File: config.mk
export PLATFORM = sky130hd
export DESIGN_NAME = seg7_mux_display
export DESIGN_NICKNAME = d
export VERILOG_FILES = /design/src/rtl/seg7_pkg.sv /design/src/rtl/seg7_hex_lut.sv /design/src/rtl/seg7_mux_display.sv
export SDC_FILE = /design/constraint.sdc
export NUM_CORES = 1
export LEC_CHECK = 0
export BUFFER_PORTS_ARGS = -buffer_cell sky130_fd_sc_hd__buf_4
export CELL_PAD_IN_SITES_DETAIL_PLACEMENT = 1
export CELL_PAD_IN_SITES_GLOBAL_PLACEMENT = 2
export CORE_MARGIN = 5
export CORE_UTILIZATION = 35
export CTS_CLUSTER_DIAMETER = 200
export CTS_CLUSTER_SIZE = 8
export DETAILED_ROUTE_END_ITERATION = 10
export PLACE_DENSITY = 0.87
export SLEW_MARGIN = 20
export SYNTH_ARGS = -nofsm -noshare
export SYNTH_HDL_FRONTEND = slang
export SYNTH_SLANG_ARGS = --single-unit
File: constraint.sdc
create_clock -name clk -period 2.6 [get_ports clk]
set_input_delay 0.13 -clock clk [delete_from_list [all_inputs] [get_ports clk]]
set_output_delay 0.13 -clock clk [all_outputs]
set_load 0.02 [all_outputs]
File: src/rtl/seg7_pkg.sv
// Shared types and the hex-to-segment table for the multiplexed 7-segment driver.
// The table is stored active-low in {g,f,e,d,c,b,a} order.
package seg7_pkg;

    localparam logic [6:0] SEG_OFF_AL = 7'b1111111;

    typedef enum logic {GUARD, ON} slot_state_t;

    function automatic logic [6:0] hex_to_seg(input logic [3:0] nib);
        logic [6:0] seg;
        case (nib)
            4'h0: seg = 7'b1000000;
            4'h1: seg = 7'b1111001;
            4'h2: seg = 7'b0100100;
            4'h3: seg = 7'b0110000;
            4'h4: seg = 7'b0011001;
            4'h5: seg = 7'b0010010;
            4'h6: seg = 7'b0000010;
            4'h7: seg = 7'b1111000;
            4'h8: seg = 7'b0000000;
            4'h9: seg = 7'b0011000;
            4'hA: seg = 7'b0001000;
            4'hB: seg = 7'b0000011;
            4'hC: seg = 7'b0100111;
            4'hD: seg = 7'b0100001;
            4'hE: seg = 7'b0000110;
            default: seg = 7'b0001110;
        endcase
        return seg;
    endfunction

endpackage

File: src/rtl/seg7_hex_lut.sv
// Combinational nibble-to-segment decoder (active-low pattern).
module seg7_hex_lut
    import seg7_pkg::*;
(
    input  logic [3:0] nibble,
    output logic [6:0] seg
);

    assign seg = hex_to_seg(nibble);

endmodule

File: src/rtl/seg7_mux_display.sv
// Time-multiplexed hex display driver: double-buffered digits committed at frame end,
// per-slot guard interval, leading-zero suppression, decimal points and global blank.
module seg7_mux_display
    import seg7_pkg::*;
#(
    parameter int NUM_DIGITS     = 4,
    parameter int REFRESH_DIV    = 50000,
    parameter int GUARD_CYCLES   = 2,
    parameter bit LZ_SUPPRESS    = 1'b1,
    parameter bit SEG_ACTIVE_LOW = 1'b1,
    parameter bit AN_ACTIVE_LOW  = 1'b1
) (
    input  logic                    clk,
    input  logic                    reset,
    input  logic [4*NUM_DIGITS-1:0] data_in,
    input  logic                    valid_in,
    input  logic [NUM_DIGITS-1:0]   dp_in,
    input  logic                    blank_in,
    output logic [6:0]              segments_out,
    output logic                    dp_out,
    output logic [NUM_DIGITS-1:0]   anode_out,
    output logic                    commit_out
);

    localparam int CNT_W = (REFRESH_DIV > 1) ? $clog2(REFRESH_DIV) : 1;
    localparam int IDX_W = (NUM_DIGITS > 1) ? $clog2(NUM_DIGITS) : 1;
    localparam logic [CNT_W-1:0] CNT_LAST  = CNT_W'(REFRESH_DIV - 1);
    localparam logic [CNT_W-1:0] CNT_GUARD = CNT_W'(GUARD_CYCLES);
    localparam logic [IDX_W-1:0] IDX_LAST  = IDX_W'(NUM_DIGITS - 1);
    localparam slot_state_t RESET_STATE = (GUARD_CYCLES > 0) ? GUARD : ON;
    localparam logic [6:0] SEG_OFF = SEG_ACTIVE_LOW ? SEG_OFF_AL : 7'b0000000;
    localparam logic [NUM_DIGITS-1:0] AN_OFF = AN_ACTIVE_LOW ? {NUM_DIGITS{1'b1}} : {NUM_DIGITS{1'b0}};
    localparam logic DP_OFF = SEG_ACTIVE_LOW;

    logic [CNT_W-1:0]        cnt_p0, cnt_next;
    logic [IDX_W-1:0]        idx_p0, idx_next;
    slot_state_t             state_p0, state_next;
    logic                    frame_end;

    logic [4*NUM_DIGITS-1:0] pend_data, disp_data;
    logic [NUM_DIGITS-1:0]   pend_dp, disp_dp;
    logic                    pend_flag;

    logic [3:0]              cur_nib;
    logic                    cur_dp;
    logic                    upper_zero;
    logic                    suppress;
    logic                    lit;
    logic [6:0]              cur_seg;
    logic [NUM_DIGITS-1:0]   an_onehot;

    logic [6:0]              seg_p1;
    logic                    dp_p1;
    logic [NUM_DIGITS-1:0]   an_p1;

    // ---- stage p0: slot counter, digit index and slot FSM ----
    always_ff @(posedge clk) begin
        if (reset) begin
            cnt_p0   <= '0;
            idx_p0   <= '0;
            state_p0 <= RESET_STATE;
        end else begin
            cnt_p0   <= cnt_next;
            idx_p0   <= idx_next;
            state_p0 <= state_next;
        end
    end

    always_comb begin
        cnt_next = cnt_p0 + CNT_W'(1);
        idx_next = idx_p0;
        if (cnt_p0 == CNT_LAST) begin
            cnt_next = '0;
            idx_next = (idx_p0 == IDX_LAST) ? '0 : idx_p0 + IDX_W'(1);
        end
        state_next = (cnt_next < CNT_GUARD) ? GUARD : ON;
    end

    assign frame_end = (cnt_p0 == CNT_LAST) && (idx_p0 == IDX_LAST);

    // Data arriving on the frame-end cycle bypasses the pending buffer.
    always_ff @(posedge clk) begin
        if (reset) begin
            pend_data <= '0;
            pend_dp   <= '0;
            disp_data <= '0;
            disp_dp   <= '0;
            pend_flag <= 1'b0;
        end else if (frame_end && valid_in) begin
            disp_data <= data_in;
            disp_dp   <= dp_in;
            pend_flag <= 1'b0;
        end else if (frame_end && pend_flag) begin
            disp_data <= pend_data;
            disp_dp   <= pend_dp;
            pend_flag <= 1'b0;
        end else if (valid_in) begin
            pend_data <= data_in;
            pend_dp   <= dp_in;
            pend_flag <= 1'b1;
        end
    end

    assign commit_out = !reset && frame_end && (valid_in || pend_flag);

    always_comb begin
        cur_nib    = '0;
        cur_dp     = 1'b0;
        upper_zero = 1'b1;
        for (int k = 0; k < NUM_DIGITS; k++) begin
            if (IDX_W'(k) == idx_p0) begin
                cur_nib = disp_data[4*k +: 4];
                cur_dp  = disp_dp[k];
            end
            if ((k >= int'(idx_p0)) && (disp_data[4*k +: 4] != 4'd0))
                upper_zero = 1'b0;
        end
        suppress = LZ_SUPPRESS && (idx_p0 != '0) && upper_zero && !cur_dp;
        lit      = (state_p0 == ON) && !blank_in && !suppress;
    end

    seg7_hex_lut u_hex_lut (
        .nibble (cur_nib),
        .seg    (cur_seg)
    );

    assign an_onehot = NUM_DIGITS'(1) << idx_p0;

    // ---- stage p1: registered pin drivers ----
    always_ff @(posedge clk) begin
        if (reset) begin
            an_p1  <= AN_OFF;
            seg_p1 <= SEG_OFF;
            dp_p1  <= DP_OFF;
        end else if (lit) begin
            an_p1  <= AN_ACTIVE_LOW ? ~an_onehot : an_onehot;
            seg_p1 <= SEG_ACTIVE_LOW ? cur_seg : ~cur_seg;
            dp_p1  <= SEG_ACTIVE_LOW ? ~cur_dp : cur_dp;
        end else begin
            an_p1  <= AN_OFF;
            seg_p1 <= SEG_OFF;
            dp_p1  <= DP_OFF;
        end
    end

    assign anode_out    = an_p1;
    assign segments_out = seg_p1;
    assign dp_out       = dp_p1;

endmodule

Word level (Yosys, flattened, before mapping):

Memory sizes are Yosys's and may differ from the RTL's. A register that Yosys moved wholly into a read port is not among the register bits.
Index checks and enable logic that the tools add are counted.

* register bits: 65
* memory bits (read-only): 112
* input bits: 24
* output and inout bits: 13
* word-level logic and storage cells: 74
* memories kept: 1

Memory list
* (no name shown): depth 16, width 7, rd ports 1, clocked after memory_dff 1, wr ports 0, RTL line seg7_pkg.sv:11 `case (nib)`

* $add $sub $neg: 2
* $lt $le $gt $ge: 4
* equal/unequal tests: 5
* shift operators: 1
* mux-type cells: 19
* bitwise gates (word level): 5
* reduce and logical (&&, ||, !) cells: 27

Operator list (count)
* 16-bit 2-to-1 mux: 3
* 4-bit 2-to-1 mux: 6
* 16-bit by 1-bit adder with 16-bit output (second input constant): 1
* 16-bit equality test (second input constant): 1
* 16-bit by 2-bit < comparator with 1-bit output (second input constant): 1
* 4-bit nonzero test: 4
* 1-bit logical AND: 12
* 1-bit 2-to-1 mux: 9
* 2-bit equality test (first input constant): 2
* 1-bit by 2-bit >= comparator with 1-bit output (first input constant): 2
* 1-bit zero test: 4
* 1-bit inverter: 4
* 4-bit inverter: 1
* 2-bit nonzero test: 2
* 1-bit by 2-bit left shift with 4-bit output (first input constant): 1
* 3-bit AND reduction: 1
* 3-bit OR reduction: 1
* 2-bit by 1-bit adder with 2-bit output (second input constant): 1
* 1-bit by 2-bit equality test with 1-bit output (first input constant): 1
* 2-bit equality test (second input constant): 1
* 2-bit >= comparator (first input constant): 1
* 2-bit zero test: 1
* 2-bit 2-to-1 mux: 1
* 2-bit OR reduction: 1
* 1-bit logical OR: 1

Logic depth before layout (Yosys ltp):

* depth after elaboration: 12
* depth in mapped cells: 11
* mapped depth without buffers: 10

Cells and area by module:

A second synthesis with hierarchy kept.

* cell total of the unflattened synthesis: 391
* area, all modules: 3443.3 um^2

Modules (own cells, without submodules)
* seg7_mux_display: times used 1, cells each 359, area an instance 3213.1 um^2, seq. area each 1441.4 um^2
* seg7_hex_lut: times used 1, cells each 32, area an instance 230.2 um^2, seq. area each 0.0 um^2

Worst setup path after synthesis:

OpenSTA, ideal clock, no wires.

* path kind: register to register
* from: reg idx_p0[1]
* to: reg seg_p1[3], in the netlist segments_out[3]
* setup time: 134 ps
* arrival: 2268 ps
* data required time: 2466 ps
* path slack: 198 ps
* cell stages (with the launch flop): 12
* buffers on the path: 1
* period minus slack after synthesis: 2402 ps
* cells stage by stage: dfxtp_1 inv_1 ha_1 clkbuf_1 a21oi_1 o21ai_0 a22oi_1 inv_1 ha_1 nand2b_1 a21oi_1 o31ai_1

* word-level cells in the longest chain between the ends: 12
* elaborated cells between the ends (all ways): 30
* classes of those cells: 3 x order compare; 3 x eq/ne; 12 x mux; 1 x bitwise; 11 x reduce/logical

Ends and longest elaborated chain
* start, declared: RTL line seg7_mux_display.sv:36 `logic [IDX_W-1:0] idx_p0, idx_next;`
* start signal, assigned: RTL line seg7_mux_display.sv:64 `idx_p0 <= idx_next;`
* 1-bit by 2-bit >= comparator with 1-bit output: RTL line seg7_mux_display.sv:115 `if ((k >= int'(idx_p0)) && (disp_data[4*k +: 4] != 4'd0))`
* 1-bit logical AND: RTL line seg7_mux_display.sv:115
* 1-bit 2-to-1 mux (4 in series): RTL line seg7_mux_display.sv:115
* 1-bit logical AND (2 in series): RTL line seg7_mux_display.sv:118 `suppress = LZ_SUPPRESS && (idx_p0 != '0) && upper_zero && !cur_dp;`
* 1-bit zero test: RTL line seg7_mux_display.sv:119 `lit = (state_p0 == ON) && !blank_in && !suppress;`
* 1-bit logical AND: RTL line seg7_mux_display.sv:119
* 1-bit inverter (no source line)
* 2-bit OR reduction (no source line)
* end, declared: RTL line seg7_mux_display.sv:52 `logic [6:0] seg_p1;`

Several ways; a longest one is shown, not always the timed one.
A chain may end at the register's enable or synchronous reset.

Worst setup path after layout:

* from: reg cnt_p0[11]
* to: out commit_out

* word-level cells in the longest chain between the ends: 4

Ends and longest elaborated chain
* start, declared: RTL line seg7_mux_display.sv:35 `logic [CNT_W-1:0] cnt_p0, cnt_next;`
* start signal, assigned: RTL line seg7_mux_display.sv:63 `cnt_p0 <= cnt_next;`
* 16-bit equality test: RTL line seg7_mux_display.sv:79 `assign frame_end = (cnt_p0 == CNT_LAST) && (idx_p0 == IDX_LAST);`
* 1-bit logical AND: RTL line seg7_mux_display.sv:79
* 1-bit logical AND (2 in series): RTL line seg7_mux_display.sv:104 `assign commit_out = !reset && frame_end && (valid_in || pend_flag);`
* end, declared: RTL line seg7_mux_display.sv:22 `output logic commit_out`

Every way passes these cells.

==> impl_metrics.csv <==
group,metric,value,unit
outcome,status,"finished clean",
timing,timing.fmax,0.4024,GHz
floorplanning,pin_count,37,
setup_path,path_delay_family,"simple AND/OR/NAND/NOR gates",
global_routing,track_usage,0.1479,
synthesis,syn_avg_cell_area,8.238,um2
timing,setup_tns,0,ns
routing,num_vias,3074,
setup_path,path_class,"flip-flop to primary output",
job,drv_cap,0,
final_layout,area_delta_synth_final,18.16,%
routing,met2_length,4578,um
clock_network,cts-htree-levels,3,
routing,firstDrtPassIters,4,
floorplanning,die_y,111.2,um
placed_design,gp_congestion,0.8460,
setup_path,slowest_stage,"or4_4",
timing,rsz0062_at_grt,"false",
timing,setup_viol,0,
floorplanning,die_x,111.2,um
floorplanning,num_rows,37,
clock_network,clkLatencyLatePin,0.35,ns
clock_network,cts_tree,"yes",
synthesis,seq_area_frac_synth,0.4022,
timing,fin_ws,0.1151,ns
timing,fin_crit_sh,0.9557,
timing,fin_hold_ws,0.03058,ns
setup_path,path_buf_inv,3,
setup_path,max_stage_delay,0.50,ns
placed_design,place.port_buffers,36,
final_layout,final_util,0.4176,
clock_network,clock_sinks,72,
global_routing,grt_overflow,0,
global_routing,grt_pass1_wl,15150,um
power,p_total,2.167,mW
placed_design,dp_hpwl,6280,um
power,p_leak,1.636,nW
clock_network,numCtsBuffers,9,
synthesis,synth_enable_flop_cells,0,
power,irDropWorstVdd,485.9,uV
global_routing,grt_pass1_vias,3209,
synthesis,synth_cell_types,46,
setup_path,start_kind,"flip-flop",
floorplanning,start_util,0.3534,
clock_network,cts_root_buf,"clkbuf_8",
synthesis,async_reset_ff_frac,0,
synthesis,synth_area,0.003583,mm2
routing,highest_layer,"met4",
power,powerDensity,511.9,mW/mm2
timing,slew_headroom,0.4659,
floorplanning,die-area,0.01236,mm2
global_routing,antenna_found_initial,0,
synthesis,ys_warn_count,0,
routing,viasPerCell,5.007,
routing,drc_errors,0,
setup_path,worstPathCellList,"or4_1 -> or4_4 -> nor3_4 -> nand2_2 -> buf_12 -> inv_1 -> buf_4",
synthesis,synth_nets,470,
routing,drtIter0Drc,108,
final_layout,drive_above_1_share,0.2134,
setup_path,cp.arrival,2.35,ns
timing,slew_violations,0,
final_layout,finalInstanceArea,0.004234,mm2
hold_path,worst_hold_path_type,"input port to flip-flop",
routing,drtAntennaViolNets,0,
timing,worst_slew_pin_slew,0.8011,ns
setup_path,cp.required,2.47,ns
setup_path,worstSetupEndpointType,"primary output",
synthesis,ys_ff_latch,72,
routing,m1WireLength,3927,um
final_layout,diodes,0,
timing,hold_viol,0,
routing,wl_met3,250,um
timing,min_period,2.485,ns
placed_design,dp_slack,0.2361,ns
routing,wl_per_cell,14.48,um
final_layout,nets,508,
clock_network,clk_pin_slew,0.08,ns
final_layout,fin_cells,614,
setup_path,path_max_fanout,7,
clock_network,cts.path.max_buffers,2,
synthesis,synth_cells,435,
routing,routed_wl,8892,um
global_routing,grt_start_max_net_pins,32,
placed_design,dpl_cell_area,0.003968,mm2
placed_design,dp.cells,592,
synthesis,synthFlopType,"dfxtp_1",
timing,fin_skew,0.01218,ns
floorplanning,fp.coreArea,0.01014,mm2
[routing by layer]
metal | GRT usage | up-vias
li1 | - | 1550
met1 | 0.1683 | 1476
met2 | 0.2658 | 36
met3 | 0.03821 | 12
met4 | 0.05272 | 0
met5 | 0 | -
[flip-flops by register name (all words and copies together) (netlist names)]
name / flops
pend_data: 16
segments_out: 7
disp_dp: 4
pend_flag: 1
state_p0: 1
dp_out: 1
pend_dp: 4
disp_data: 16
idx_p0: 2
cnt_p0: 16
anode_out: 4
[placed cells by master, fill, tap and decap left out, types with 9 or more instances in the layout]
| master | netlist | routed |
|---|---|---|
| o21ai_0 | 10 | 10 |
| dfxtp_1 | 72 | 71 |
| nand3_1 | 9 | 9 |
| nand2_1 | 84 | 83 |
| o31ai_2 | 20 | 20 |
| nor2_1 | 48 | 48 |
| buf_4 | 2 | 53 |
| a21oi_1 | 36 | 36 |
| nor2b_1 | 21 | 21 |
| inv_1 | 13 | 13 |
| ha_1 | 11 | 9 |
| clkbuf_8 | 0 | 9 |
[final timing paths]
path	startpoint	endpoint	slack, ns	cells after the start
worst max-delay path	cnt_p0[11]	commit_out	0.12	7
worst min-delay path	data_in[12]	pend_data[12]	0.03	3
worst max register to register	cnt_p0[11]	disp_dp[3]	0.18	7
worst min register to register	pend_data[7]	pend_data[7]	0.46	2
[layout make-up]
class                           count  area [um2]
Sequential cell                    72        1445
Clock buffer                       12       135.1
Inverter                           13       48.80
Fill cell                        1223        5904
Timing Repair Buffer               55       442.9
Tap cell                          136       170.2
Clock inverter                      4       45.04
Multi-Input combinational cell    322        1947
[timing repair]
action,4_1_cts,5_1_grt
gates resized for setup,1,7
setup buffers,0,5
hold buffers,0,0
pin swaps,1,2
endpoints found under the hold margin,0,0
cloned,0,1
setup endpoints to repair,1,2
[power breakdown]
part           switching, mW  internal (mW)
Combinational         0.0908         0.0691
Clock                  0.421          0.440
Sequential            0.0147           1.13
[Yosys cell counts, drive strengths merged (5+ instances only)]
cell type | n | area share
inv | 13 | 0.014
mux2i | 5 | 0.014
a21oi | 36 | 0.050
dfxtp | 72 | 0.40
nor4 | 5 | 0.0087
and3 | 6 | 0.010
xor2 | 8 | 0.020
nor2 | 48 | 0.050
nor2b | 21 | 0.037
ha | 11 | 0.038
buf | 11 | 0.025
nand3 | 9 | 0.013
o21ai | 10 | 0.014
xnor2 | 8 | 0.020
o31ai | 21 | 0.072
clkbuf | 17 | 0.018
nand2 | 84 | 0.088
[tightest hold or removal path, stage by stage]
cell,delay (ns)
buf_4,0.11
nand2_1,0.05
a21oi_1,0.05
[kinds of logic (layout without fill, tap and decap cells)]
kind of cell,Yosys count,in the layout,synth area share
adder cells (fa/ha/maj),11,11,0.03841
AND/OR/NAND/NOR,200,200,0.2615
flip-flops,72,72,0.4022
multiplexers,7,7,0.02025
XOR/XNOR,16,16,0.03911
AO/OA/AOI/OAI,88,88,0.1819
buffers and inverters,41,84,0.05656
Power figures use the tool's default switching activity.
